### config.mk
export PLATFORM = sky130hd
export DESIGN_NAME = seg_display_arbiter_flat
export DESIGN_NICKNAME = d
export VERILOG_FILES = /design/src/rtl/seg_display_arbiter_if.sv /design/src/rtl/seg_display_arbiter.sv /design/src/flat_wrapper.sv
export SDC_FILE = /design/constraint.sdc
export NUM_CORES = 1
export LEC_CHECK = 0
export BUFFER_PORTS_ARGS = -buffer_cell sky130_fd_sc_hd__buf_2
export CAP_MARGIN = 20
export CORE_MARGIN = 2
export CORE_UTILIZATION = 25
export CTS_BUF_LIST = sky130_fd_sc_hd__clkbuf_2
export DETAILED_ROUTE_END_ITERATION = 8
export GPL_ROUTABILITY_DRIVEN = 1
export HOLD_SLACK_MARGIN = 0.02
export PLACE_DENSITY = 0.52
export SETUP_SLACK_MARGIN = 0.1
export SYNTH_ARGS = -nofsm -noshare
export SYNTH_HDL_FRONTEND = slang
export SYNTH_SLANG_ARGS = --single-unit
export TNS_END_PERCENT = 50
### constraint.sdc
create_clock -name clk -period 3.1 [get_ports clk]
set_input_delay 0.62 -clock clk [delete_from_list [all_inputs] [get_ports clk]]
set_output_delay 0.62 -clock clk [all_outputs]
set_load 0.005 [all_outputs]
### src/rtl/seg_display_arbiter_if.sv
// Bundle of request, digit-data and display signals shared by the seven-segment
// display arbiter and whoever drives its requesters.
interface seg_display_arbiter_if;
  logic [2:0]  req;
  logic [15:0] data0;
  logic [15:0] data1;
  logic [15:0] data2;
  logic [3:0]  mode0;
  logic [3:0]  mode1;
  logic [3:0]  mode2;
  logic [2:0]  gnt;
  logic [3:0]  mode;
  logic [3:0]  num0;
  logic [3:0]  num1;
  logic [3:0]  num2;
  logic [3:0]  num3;
  logic        busy;

  modport master (
    output req, data0, data1, data2, mode0, mode1, mode2,
    input  gnt, mode, num0, num1, num2, num3, busy
  );

  modport slave (
    input  req, data0, data1, data2, mode0, mode1, mode2,
    output gnt, mode, num0, num1, num2, num3, busy
  );
endinterface

### src/rtl/seg_display_arbiter.sv
// Fixed-priority arbiter that hands one of three requesters the seven-segment
// display, holding each grant for a minimum number of cycles before release.
module seg_display_arbiter #(
  parameter int unsigned HOLD_CYC = 1000
) (
  input  logic                 clk,
  input  logic                 rst_n,
  seg_display_arbiter_if.slave bus
);

  localparam logic [1:0]  OWN_R0      = 2'd0;
  localparam logic [1:0]  OWN_R1      = 2'd1;
  localparam logic [1:0]  OWN_R2      = 2'd2;
  localparam logic [1:0]  OWN_NONE    = 2'd3;
  localparam logic [15:0] HOLD_RELOAD = 16'(HOLD_CYC - 1);

  logic [1:0]  owner_p1;
  logic [15:0] hold_p1;
  logic        frozen_p1;

  logic [1:0]  owner_p0;
  logic [15:0] hold_p0;
  logic        frozen_p0;
  logic        load_p0;
  logic [1:0]  sel_p0;
  logic [1:0]  top_req;
  logic        any_req;
  logic        own_req;
  logic        higher_req;
  logic [15:0] sel_data;
  logic [3:0]  sel_mode;

  // Unsupported display modes collapse to mode 0.
  function automatic logic [3:0] sat_mode(input logic [3:0] m);
    return (m > 4'd2) ? 4'd0 : m;
  endfunction

  function automatic logic [2:0] to_onehot(input logic [1:0] own);
    case (own)
      OWN_R0:  return 3'b001;
      OWN_R1:  return 3'b010;
      OWN_R2:  return 3'b100;
      default: return 3'b000;
    endcase
  endfunction

  always_comb begin
    any_req = |bus.req;
    if (bus.req[2])      top_req = OWN_R2;
    else if (bus.req[1]) top_req = OWN_R1;
    else                 top_req = OWN_R0;

    case (owner_p1)
      OWN_R0:  begin own_req = bus.req[0]; higher_req = |bus.req[2:1]; end
      OWN_R1:  begin own_req = bus.req[1]; higher_req = bus.req[2];    end
      OWN_R2:  begin own_req = bus.req[2]; higher_req = 1'b0;          end
      default: begin own_req = 1'b0;       higher_req = 1'b0;          end
    endcase
  end

  // Stage p0: next ownership, hold count and output load decision.
  always_comb begin
    owner_p0  = owner_p1;
    hold_p0   = (hold_p1 != 16'd0) ? hold_p1 - 16'd1 : 16'd0;
    frozen_p0 = frozen_p1;
    load_p0   = 1'b0;
    sel_p0    = owner_p1;

    if ((owner_p1 == OWN_NONE && any_req) || higher_req) begin
      owner_p0  = top_req;
      hold_p0   = HOLD_RELOAD;
      frozen_p0 = 1'b0;
      load_p0   = 1'b1;
      sel_p0    = top_req;
    end else if (owner_p1 != OWN_NONE) begin
      if (own_req) begin
        frozen_p0 = 1'b0;
        load_p0   = 1'b1;
      end else if (hold_p1 != 16'd0) begin
        frozen_p0 = 1'b1;
      end else if (any_req) begin
        // Hand over on the release edge itself so the display never idles.
        owner_p0  = top_req;
        hold_p0   = HOLD_RELOAD;
        frozen_p0 = 1'b0;
        load_p0   = 1'b1;
        sel_p0    = top_req;
      end else begin
        owner_p0  = OWN_NONE;
        frozen_p0 = 1'b0;
      end
    end
  end

  always_comb begin
    case (sel_p0)
      OWN_R1:  begin sel_data = bus.data1; sel_mode = bus.mode1; end
      OWN_R2:  begin sel_data = bus.data2; sel_mode = bus.mode2; end
      default: begin sel_data = bus.data0; sel_mode = bus.mode0; end
    endcase
  end

  // Stage p1: registered state and display outputs.
  always_ff @(posedge clk) begin
    if (!rst_n) begin
      owner_p1  <= OWN_NONE;
      hold_p1   <= 16'd0;
      frozen_p1 <= 1'b0;
      bus.gnt   <= 3'b000;
      bus.busy  <= 1'b0;
      bus.mode  <= 4'd0;
      bus.num0  <= 4'd0;
      bus.num1  <= 4'd0;
      bus.num2  <= 4'd0;
      bus.num3  <= 4'd0;
    end else begin
      owner_p1  <= owner_p0;
      hold_p1   <= hold_p0;
      frozen_p1 <= frozen_p0;
      bus.gnt   <= to_onehot(owner_p0);
      bus.busy  <= (hold_p0 != 16'd0);
      if (load_p0) begin
        bus.mode <= sat_mode(sel_mode);
        bus.num0 <= sel_data[3:0];
        bus.num1 <= sel_data[7:4];
        bus.num2 <= sel_data[11:8];
        bus.num3 <= sel_data[15:12];
      end
    end
  end

endmodule

### src/flat_wrapper.sv
// flat-port wrapper written by rule: the top's interface ports become plain ports
module seg_display_arbiter_flat 
#(
  parameter int unsigned HOLD_CYC = 1000
)
  (clk, rst_n, bus_req, bus_data0, bus_data1, bus_data2, bus_mode0, bus_mode1, bus_mode2, bus_gnt, bus_mode, bus_num0, bus_num1, bus_num2, bus_num3, bus_busy);
  seg_display_arbiter_if bus_i ();
  input  logic clk;
  input  logic rst_n;
  input wire logic [$bits(bus_i.req)-1:0] bus_req;
  input wire logic [$bits(bus_i.data0)-1:0] bus_data0;
  input wire logic [$bits(bus_i.data1)-1:0] bus_data1;
  input wire logic [$bits(bus_i.data2)-1:0] bus_data2;
  input wire logic [$bits(bus_i.mode0)-1:0] bus_mode0;
  input wire logic [$bits(bus_i.mode1)-1:0] bus_mode1;
  input wire logic [$bits(bus_i.mode2)-1:0] bus_mode2;
  output wire logic [$bits(bus_i.gnt)-1:0] bus_gnt;
  output wire logic [$bits(bus_i.mode)-1:0] bus_mode;
  output wire logic [$bits(bus_i.num0)-1:0] bus_num0;
  output wire logic [$bits(bus_i.num1)-1:0] bus_num1;
  output wire logic [$bits(bus_i.num2)-1:0] bus_num2;
  output wire logic [$bits(bus_i.num3)-1:0] bus_num3;
  output wire logic [$bits(bus_i.busy)-1:0] bus_busy;
  assign bus_i.req = bus_req;
  assign bus_i.data0 = bus_data0;
  assign bus_i.data1 = bus_data1;
  assign bus_i.data2 = bus_data2;
  assign bus_i.mode0 = bus_mode0;
  assign bus_i.mode1 = bus_mode1;
  assign bus_i.mode2 = bus_mode2;
  assign bus_gnt = bus_i.gnt;
  assign bus_mode = bus_i.mode;
  assign bus_num0 = bus_i.num0;
  assign bus_num1 = bus_i.num1;
  assign bus_num2 = bus_i.num2;
  assign bus_num3 = bus_i.num3;
  assign bus_busy = bus_i.busy;
  seg_display_arbiter #(.HOLD_CYC(HOLD_CYC)) u_core (.clk(clk), .rst_n(rst_n), .bus(bus_i));
endmodule
# Word level (Yosys, flattened, before mapping)
# Cells that the tools add are included.
# word_totals
ff_bits	42
input_bits	65
output_inout_bits	24
# op_classes
addsub	1
n_lt_le_gt_ge	1
eq_ne	8
n_mux	29
n_reduce_logical	8
# op_table
op	count
two-way mux 16 bit	6
one-hot mux 16 bit (2 select lines)	1
nonzero test 16 bit	2
two-way mux 2 bit	11
subtractor 16 x 1 -> 16 bit, second input constant	1
one-hot mux 3 bit (3 select lines)	1
equality test 2 bit, second input constant	4
one-hot mux 4 bit (2 select lines)	1
equality test 2 x 1 -> 1 bit, second input constant	3
two-way mux 1 bit	6
> comparator 4 x 2 -> 1 bit, second input constant	1
zero test 2 bit	2
two-way mux 4 bit	1
one-hot mux 1 bit (3 select lines)	1
OR reduction 3 bit	1
!= test 2 bit, second input constant	1
one-hot mux 1 bit (2 select lines)	1
OR reduction 2 bit	1
logical AND 1 bit	1
logical OR 1 bit	1

# Longest topological paths before layout
# Gate-level depths: netlist of run 1.
# depth
word_depth	11
depth_mapped	15
depth_no_buf	13

# Worst setup path before layout of run 1
# Ideal clock, no wire load.
# synth_timing
path_kind	reg-to-reg
from	reg u_core.hold_p1[2]
to	reg u_core.bus.num1[0]
arrival_time_ns	3.160
slack_ns	-0.135
path_stages_with_launch	15
path_cell_list	dfxtp_1 buf_6 or4_1 buf_2 nor4_4 buf_2 o22ai_1 a21oi_2 a21oi_1 ha_1 clkbuf_1 clkbuf_1 a221o_1 o221ai_1 a21boi_0
# synth_via
elab_chain_cells	7
# synth_lines
element	line	rtl
from (decl)	seg_display_arbiter.sv:18	logic [15:0] hold_p1;
from (signal assigned)	seg_display_arbiter.sv:118	hold_p1 <= hold_p0;
nonzero test 16 bit *	seg_display_arbiter.sv:79	end else if (hold_p1 != 16'd0) begin
two-way mux 2 bit	seg_display_arbiter.sv:79	
two-way mux 2 bit	seg_display_arbiter.sv:76	if (own_req) begin
two-way mux 2 bit	seg_display_arbiter.sv:75	end else if (owner_p1 != OWN_NONE) begin
two-way mux 2 bit	seg_display_arbiter.sv:69	if ((owner_p1 == OWN_NONE && any_req) || higher_req) begin
equality test 2 bit / equality test 2 x 1 -> 1 bit (equally long branches)	seg_display_arbiter.sv:96	case (sel_p0)
one-hot mux 16 bit (2 select lines)	seg_display_arbiter.sv:96	
to (signal assigned)	seg_display_arbiter.sv:125	bus.num1 <= sel_data[7:4];
to (decl)	seg_display_arbiter_if.sv:26	output gnt, mode, num0, num1, num2, num3, busy
# Mark *: on every way between the ends. The rest lies on a longest branch, timed or not.
# A chain may end at the register's enable or synchronous reset.

# Worst setup path in the final report of run 1
# layout_timing
from	reg u_core.hold_p1[0]
to	reg u_core.bus.mode[0]
# layout_via
elab_chain_cells	9
# layout_lines
element	line	rtl
nonzero test 16 bit *	seg_display_arbiter.sv:79	
two-way mux 2 bit	seg_display_arbiter.sv:79	
two-way mux 2 bit	seg_display_arbiter.sv:76	
two-way mux 2 bit	seg_display_arbiter.sv:75	
two-way mux 2 bit	seg_display_arbiter.sv:69	
equality test 2 bit / equality test 2 x 1 -> 1 bit (equally long branches)	seg_display_arbiter.sv:96	
one-hot mux 4 bit (2 select lines)	seg_display_arbiter.sv:96	
> comparator 4 x 2 -> 1 bit	seg_display_arbiter.sv:35	return (m > 4'd2) ? 4'd0 : m;
two-way mux 4 bit	seg_display_arbiter.sv:35	
to (signal assigned)	seg_display_arbiter.sv:123	bus.mode <= sat_mode(sel_mode);
to (decl)	seg_display_arbiter_if.sv:26	
# Marks and branches as above.

==> impl_metrics.toml, run 1 <==
[synthesis]
async_flop_share_pct = 0
synth_ff_type = "dfxtp_1"
synth_cell_types = 59
syn_avg_cell_area_um2 = 8.586
synth_nets = 352
synth_seq_cells = 42
netlist_area_um2 = 2430
synth_cells = 283
synth_edf_count = 0
synth-seq-area-share_pct = 34.60
ys_warn_count = 0

[detailed_routing]
vias = 2573
ant_nets = 0
viasPerCell = 4.996
drc_errors = 0
firstDrtPassIters = 4
wl_per_cell_um = 14.41
drtIter0Drc = 77
routed_wl_um = 7422

[sta]
fin_crit_sh_pct = 96.91
setup_violations = 0
slew_violations = 0
holdWs_ns = 0.4752
tightestPinTransition_ns = 0.7584
fmaxAchievable_mhz = 332.9
slew_headroom_pct = 49.44
postLayoutSetupSlackWorst_ns = 0.09574
finalCriticalPeriod_ns = 3.004
rsz0062_at_grt = "true"
skew_ns = 0.01836
finalHoldViolCount = 0

[hold_path]
hold-path-cell-count = 2
hold_path_class = "flip-flop to flip-flop"

[floorplanning]
fp-row-count = 35
fp.dieH_um = 102.6
core_area_um2 = 9328
initial_core_util_pct = 26.05
dieArea_um2 = 10520
die_x_um = 102.6
io_pins = 89

[grt]
grt_pass1_vias = 2611
antenna_found_initial = 0
grt_pass1_wl_um = 12540
grtUsageTotal_pct = 14.71
grt_overflow_total = 0
grt_max_degree = 34

[finish]
final_area_um2 = 3393
nFillCells = 975
drive_gt1_share_pct = 42.23
utilization_pct = 36.38
nNetsFinal = 454
antenna_cells = 0
syn_to_final_growth_pct = 39.65

[placement]
numPortBuffers = 88
place_congestion = 0.8733
place_ws_ns = 0.06360
hpwl_um = 5535
placed_cell_area_um2 = 3162

[critical_path]
worstPathArrival_ns = 3.37
worstPathRequired_ns = 3.46
endpoint_kind = "flip-flop"
worstSetupPathType = "flip-flop to flip-flop"
cp_max_fo = 5
crit_path_start_kind = "flip-flop"
r2r_cells = 13

[clocking]
clk_path_buf_depth = 2
numCtsBuffers = 5
clk_latency_ns = 0.41
htreeDepth = 2
cts_sinks = 42
cts_root_buffer = "clkbuf_2"
cts_tree = "done"
clk_pin_slew_ns = 0.25

[pwr]
sequentialPowerShare_pct = 41.3
p_per_area_nw_per_um2 = 444.9
pwr-share-comb_pct = 36.4
p_int_uw = 1001
p_sw_share_pct = 33.68
totalPowerFinal_uw = 1510
p_leak_uw = 0.001421
peakVddDrop_mv = 0.1935
netSwitchingPower_uw = 508.5
clkPwrFrac_pct = 22.3

[job]
drv_cap = 0

[status]
status = "finished clean"
==> kinds of logic after synthesis <==
group	count (synthesis)	share of synthesized area [%]
flip-flops	42	34.60
multiplexers	1	0.4120
AO/OA/AOI/OAI	97	31.93
buffers and inverters	35	6.436
adder cells (fa/ha/maj)	4	2.060
XOR/XNOR	12	4.325
AND/OR/NAND/NOR	92	20.24
==> worst max-delay path: stages, from the launching register on <==
cell and delay (ns):
dfxtp_2 0.38, inv_2 0.07, ha_4 0.13, or4b_4 0.51, or4_4 0.45, nand2_2 0.10, a21oi_2 0.06, nand2b_4 0.16
ha_4 0.26, buf_6 0.13, a221oi_4 0.23, o21ai_2 0.10, a211o_1 0.28, a21boi_1 0.11
==> state kept, by name (all words and copies together) (netlist names) <==
name             cells
u_core.hold_p1      16
u_core.bus.mode      4
u_core.bus.num0      4
u_core.bus.num1      4
u_core.bus.num2      4
u_core.bus.num3      4
u_core.bus.gnt       3
u_core.owner_p1      2
u_core.bus.busy      1
==> through the flow <==
step / instances / TNS (ns)
3_3_place_gp: 505 / 0
4_1_cts: 513 / 0
2_1_floorplan: 283 / 0
6_report: 515 / 0
3_5_place_dp: 505 / 0
5_1_grt: 515 / -0.01127
==> Yosys cell counts (6+ instances only) <==
| cell | count | area, um2 |
|---|---|---|
| a221o_1 | 16 | 160.2 |
| a21oi_1 | 7 | 35.03 |
| a21boi_1 | 8 | 60.06 |
| nor3_1 | 8 | 40.04 |
| o21a_1 | 8 | 60.06 |
| inv_1 | 6 | 22.52 |
| o221ai_1 | 16 | 140.1 |
| dfxtp_1 | 42 | 840.8 |
| xnor2_1 | 7 | 61.31 |
| nand2_1 | 8 | 30.03 |
| clkbuf_1 | 19 | 71.32 |
| a21boi_0 | 11 | 82.58 |
| nand3_1 | 22 | 110.1 |
| nor2_1 | 26 | 97.59 |
| o21ai_0 | 6 | 30.03 |
==> cells in the final DEF, fill, tap and decap left out, types with 2 or more instances in the layout <==
cell and instances:
a211o_1 2, a21boi_0 6, a21boi_1 13, a21o_1 2, a21oi_1 5, a21oi_2 3
a221o_1 16, a31oi_2 2, and3_1 3, buf_2 88, buf_4 32, buf_6 3
clkbuf_2 5, clkinvlp_4 2, dfxtp_1 39, dfxtp_2 3, ha_4 3, inv_1 4
inv_2 2, nand2_1 7, nand3_1 22, nor2_1 25, nor2b_1 2, nor3_1 8
nor4_1 4, o21a_1 8, o21ai_0 3, o21ai_1 2, o221ai_1 16, o22a_1 2
o41ai_1 2, or2_2 2, or3_1 2, or4_4 3, xnor2_1 7, xor2_1 5
==> layout make-up <==
class	count	area, um2	share of cell area (%)
well taps	129	161.4	4.757
repair buffers	123	714.4	21.05
clock buffers	5	25.02	0.7375
multi-input cells	206	1577	46.46
clock inverters	3	45.04	1.327
flip-flops and latches	42	844.6	24.89
inverters	7	26.28	0.7743
==> layer usage <==
metal	vias to the layer above	wire length [um]	GRT usage, %
li1	1287	-	-
met2	88	3581	24.59
met5	-	0	0
met4	0	56	3.179
met1	1194	3207	18.74
met3	4	577	4.475
==> path summary, 6_finish.rpt <==
kind	slack (ns)	endpoint	start
setup / recovery	0.1	u_core.bus.mode[0]	u_core.hold_p1[0]
hold / removal	0.48	u_core.bus.num3[0]	u_core.bus.num3[0]
setup reg to reg	0.1	u_core.bus.mode[0]	u_core.hold_p1[0]
hold reg to reg	0.48	u_core.bus.num3[0]	u_core.bus.num3[0]
==> repair_timing <==
item | CTS | global route
pin swaps | 1 | 12
setup endpoints to repair | 18 | 18
cloned | 0 | 0
setup buffers | 0 | 2
hold buffers | 0 | 0
gates resized for setup | 6 | 28
==> power by group through the flow <==
stage	sequential (uW)	combinational, uW	clock, uW
2_1_floorplan	637	318	0
3_5_place_dp	631	503	0
3_3_place_gp	630	504	0
6_report	623	550	337
4_1_cts	621	514	355
5_1_grt	630	610	372
Power figures use the tool's default switching activity.
==> inputs of run 2 (changes only) <==
- ABC_AREA: default -> 1
- BUFFER_PORTS_ARGS: -buffer_cell sky130_fd_sc_hd__buf_2 -> default
- DONT_BUFFER_PORTS: default -> 1
- PLACE_DENSITY: 0.52 -> 0.44
==> impl_metrics.toml, run 2 <==
[detailed_routing]
firstDrtPassIters = 4
drtIter0Drc = 82
routed_wl_um = 6261
drc_errors = 0
ant_nets = 0
vias = 2271
viasPerCell = 4.579
wl_per_cell_um = 12.62

[critical_path]
path_cells = "inv_1 -> ha_1 -> nand2_1 -> nor2_1 -> nand2_2 -> nor2_8 -> nand3_1 -> o211ai_1 -> nand2_1 -> nand2_1 -> nand2_1 -> o21ai_1 -> inv_1 -> ha_2 -> buf_12 -> a21oi_1 -> a21oi_1 -> nand3_1 -> a21oi_2"
worstPathArrival_ns = 3.13
worstPathRequired_ns = 3.47
worst_path_most_repeated_cell = "nand2_1"
endpoint_kind = "flip-flop"
worstSetupPathType = "flip-flop to flip-flop"
path_delay_family = "simple AND/OR/NAND/NOR gates"
path_buf_inv = 3
cp_max_fo = 17
max_stage_delay_ns = 0.36
crit_path_start_kind = "flip-flop"
cp_slowest_cell = "ha_2"

[synthesis]
synth_nets = 434
yosysTopAreaCell = "dfxtp_1"
netlist_area_um2 = 2594
synth_edf_count = 0
synthAdderAreaFrac_pct = 1.930
synth_compound_area_share_pct = 19.78
synth-seq-area-share_pct = 32.42
synth_top_area_share_pct = 32.42
synthSimpleGateAreaFrac_pct = 28.17
synth-xor-area-share_pct = 1.013
synth_most_common_cell = "nand2_1"
synth_common_cells = "nand2_1, nor2_1, dfxtp_1, inv_1, nand3_1"
synth_ff_type = "dfxtp_1"
ys_warn_count = 0
synth_area_leaders = "dfxtp_1, nand2_1, nor2_1"
synth_top_family_by_area = "simple AND/OR/NAND/NOR gates"
yosys-mux-area-fraction_pct = 6.175
synth_cell_types = 30
async_flop_share_pct = 0
syn_avg_cell_area_um2 = 7.106
synth_seq_cells = 42
synth_cells = 365

[pwr]
p_leak_uw = 0.001274
p_per_area_nw_per_um2 = 987.3
totalPowerFinal_uw = 2730
peakVddDrop_mv = 0.5994

[hold_path]
hold_path_class = "input port to flip-flop"

[clocking]
cts_root_buffer = "clkbuf_2"
clk_latency_ns = 0.42
htreeDepth = 2
cts_tree = "done"
cts_sinks = 42
clk_pin_slew_ns = 0.25
numCtsBuffers = 5
clk_path_buf_depth = 2
ctsHoldBuffers = 0

[finish]
largest_register_ff_count = 16
seqCellArea_um2 = 840.8
nFillCells = 1143
nNetsFinal = 428
syn_to_final_growth_pct = 6.609
regMostFlops = "u_core.hold_p1"
multiInputGateArea_um2 = 1483
antenna_cells = 0
final_common_cell = "nand2_1"
final_cell_mix = "nand2_1, nor2_1, dfxtp_1"
drive_gt1_share_pct = 14.44

[grt]
grt_overflow_total = 0
grt_max_degree = 37
grtUsageTotal_pct = 11.21
antenna_found_initial = 0
grt_pass1_vias = 2228
grt_pass1_wl_um = 10280

[floorplanning]
dieArea_um2 = 11210
io_pins = 89
fp-row-count = 37
initial_core_util_pct = 25.47
fp.dieH_um = 105.9
die_x_um = 105.9
core_area_um2 = 10180

[sta]
setup_tns_ns = 0
fmaxAchievable_mhz = 362.7
finalCriticalPeriod_ns = 2.757
rsz0062_at_grt = "false"
skew_ns = 0.01995
setup_violations = 0
slew_headroom_pct = 45.83
fin_crit_sh_pct = 88.93
finalHoldViolCount = 0
tightestPinTransition_ns = 0.8097
slew_violations = 0

[status]
status = "finished clean"

[placement]
numPortBuffers = 0
hpwl_um = 4754
place_congestion = 0.7891

[job]
drv_cap = 0
-- run 2: cell count changes after synthesis, moves of 11 or more --
cell / before / now
a22o_1: 0 / 16
o21ai_1: 0 / 19
a21boi_0: 11 / 0
a21oi_2: 1 / 18
nand2_1: 8 / 69
inv_1: 6 / 34
a221o_1: 16 / 0
inv_2: 0 / 11
nor2_1: 26 / 44
clkbuf_1: 19 / 4
mux2i_1: 1 / 16
o221ai_1: 16 / 0
-- run 2: metrics by stage --
| stage | instance area (um2) | hold slack (ns) | util, % | cells | setup WS, ns |
|---|---|---|---|---|---|
| finish | 2765 | 0.2771 | 27.15 | 496 | 0.3431 |
| global route | 2765 | 0.2172 | 27.15 | 496 | 0.1283 |
| CTS | 2763 | 0.2264 | 27.13 | 496 | 0.2839 |
| detailed placement | 2695 | 0.4591 | 26.46 | 488 | 0.2137 |
| global placement | 2695 | 0.4555 | 26.46 | 488 | 0.2869 |
| floorplan | 2594 | 0.4315 | - | 365 | 0.4111 |
-- run 2: cell families after synthesis --
family / after synthesis
compound gates: 75
xor+xnor: 3
fa+ha+maj: 4
buf+inv: 61
flops: 42
mux: 16
simple gates: 164
-- run 2: cell type report --
type                       instances  share of cell area, %
multi-input combinational        262                  53.62
tap                              136                  6.154
inverter                          45                  6.109
sequential                        42                  30.41
timing repair buffer               3                  1.267
clock buffer                       6                  1.086
clock inverter                     2                  1.357
-- run 2: timing repair --
item / 4_1_cts / 5_1_grt
buffers inserted: 0 / 0
resized for setup: 0 / 1
endpoints found under the setup margin: 0 / 2
-- run 2: report_power, final --
| group | internal, uW | switching [uW] | leakage [uW] |
|---|---|---|---|
| logic | 633 | 937 | 0.000887 |
| registers | 690 | 128 | 0.000347 |
| clock network | 139 | 203 | 0.0000392 |
| total | 1460 | 1270 | 0.00127 |
-- run 2: metal layers --
metal / vias up / GRT usage [%] / share of wire [%]
li1: 1200 / - / -
met1: 979 / 13.67 / 45
met2: 87 / 19.17 / 46
met3: 5 / 3.525 / 8.3
met4: 0 / 2.726 / 0.64
met5: - / 0 / 0
-- run 2: path summary, 6_finish.rpt --
path	from	end	cells after the start	slack (ns)
max	u_core.hold_p1[0]	u_core.bus.mode[0]	19	0.34
min	rst_n	u_core.hold_p1[5]	2	0.28
max reg2reg	u_core.hold_p1[0]	u_core.bus.mode[0]	19	0.34
min reg2reg	u_core.bus.mode[2]	u_core.bus.mode[2]	2	0.48
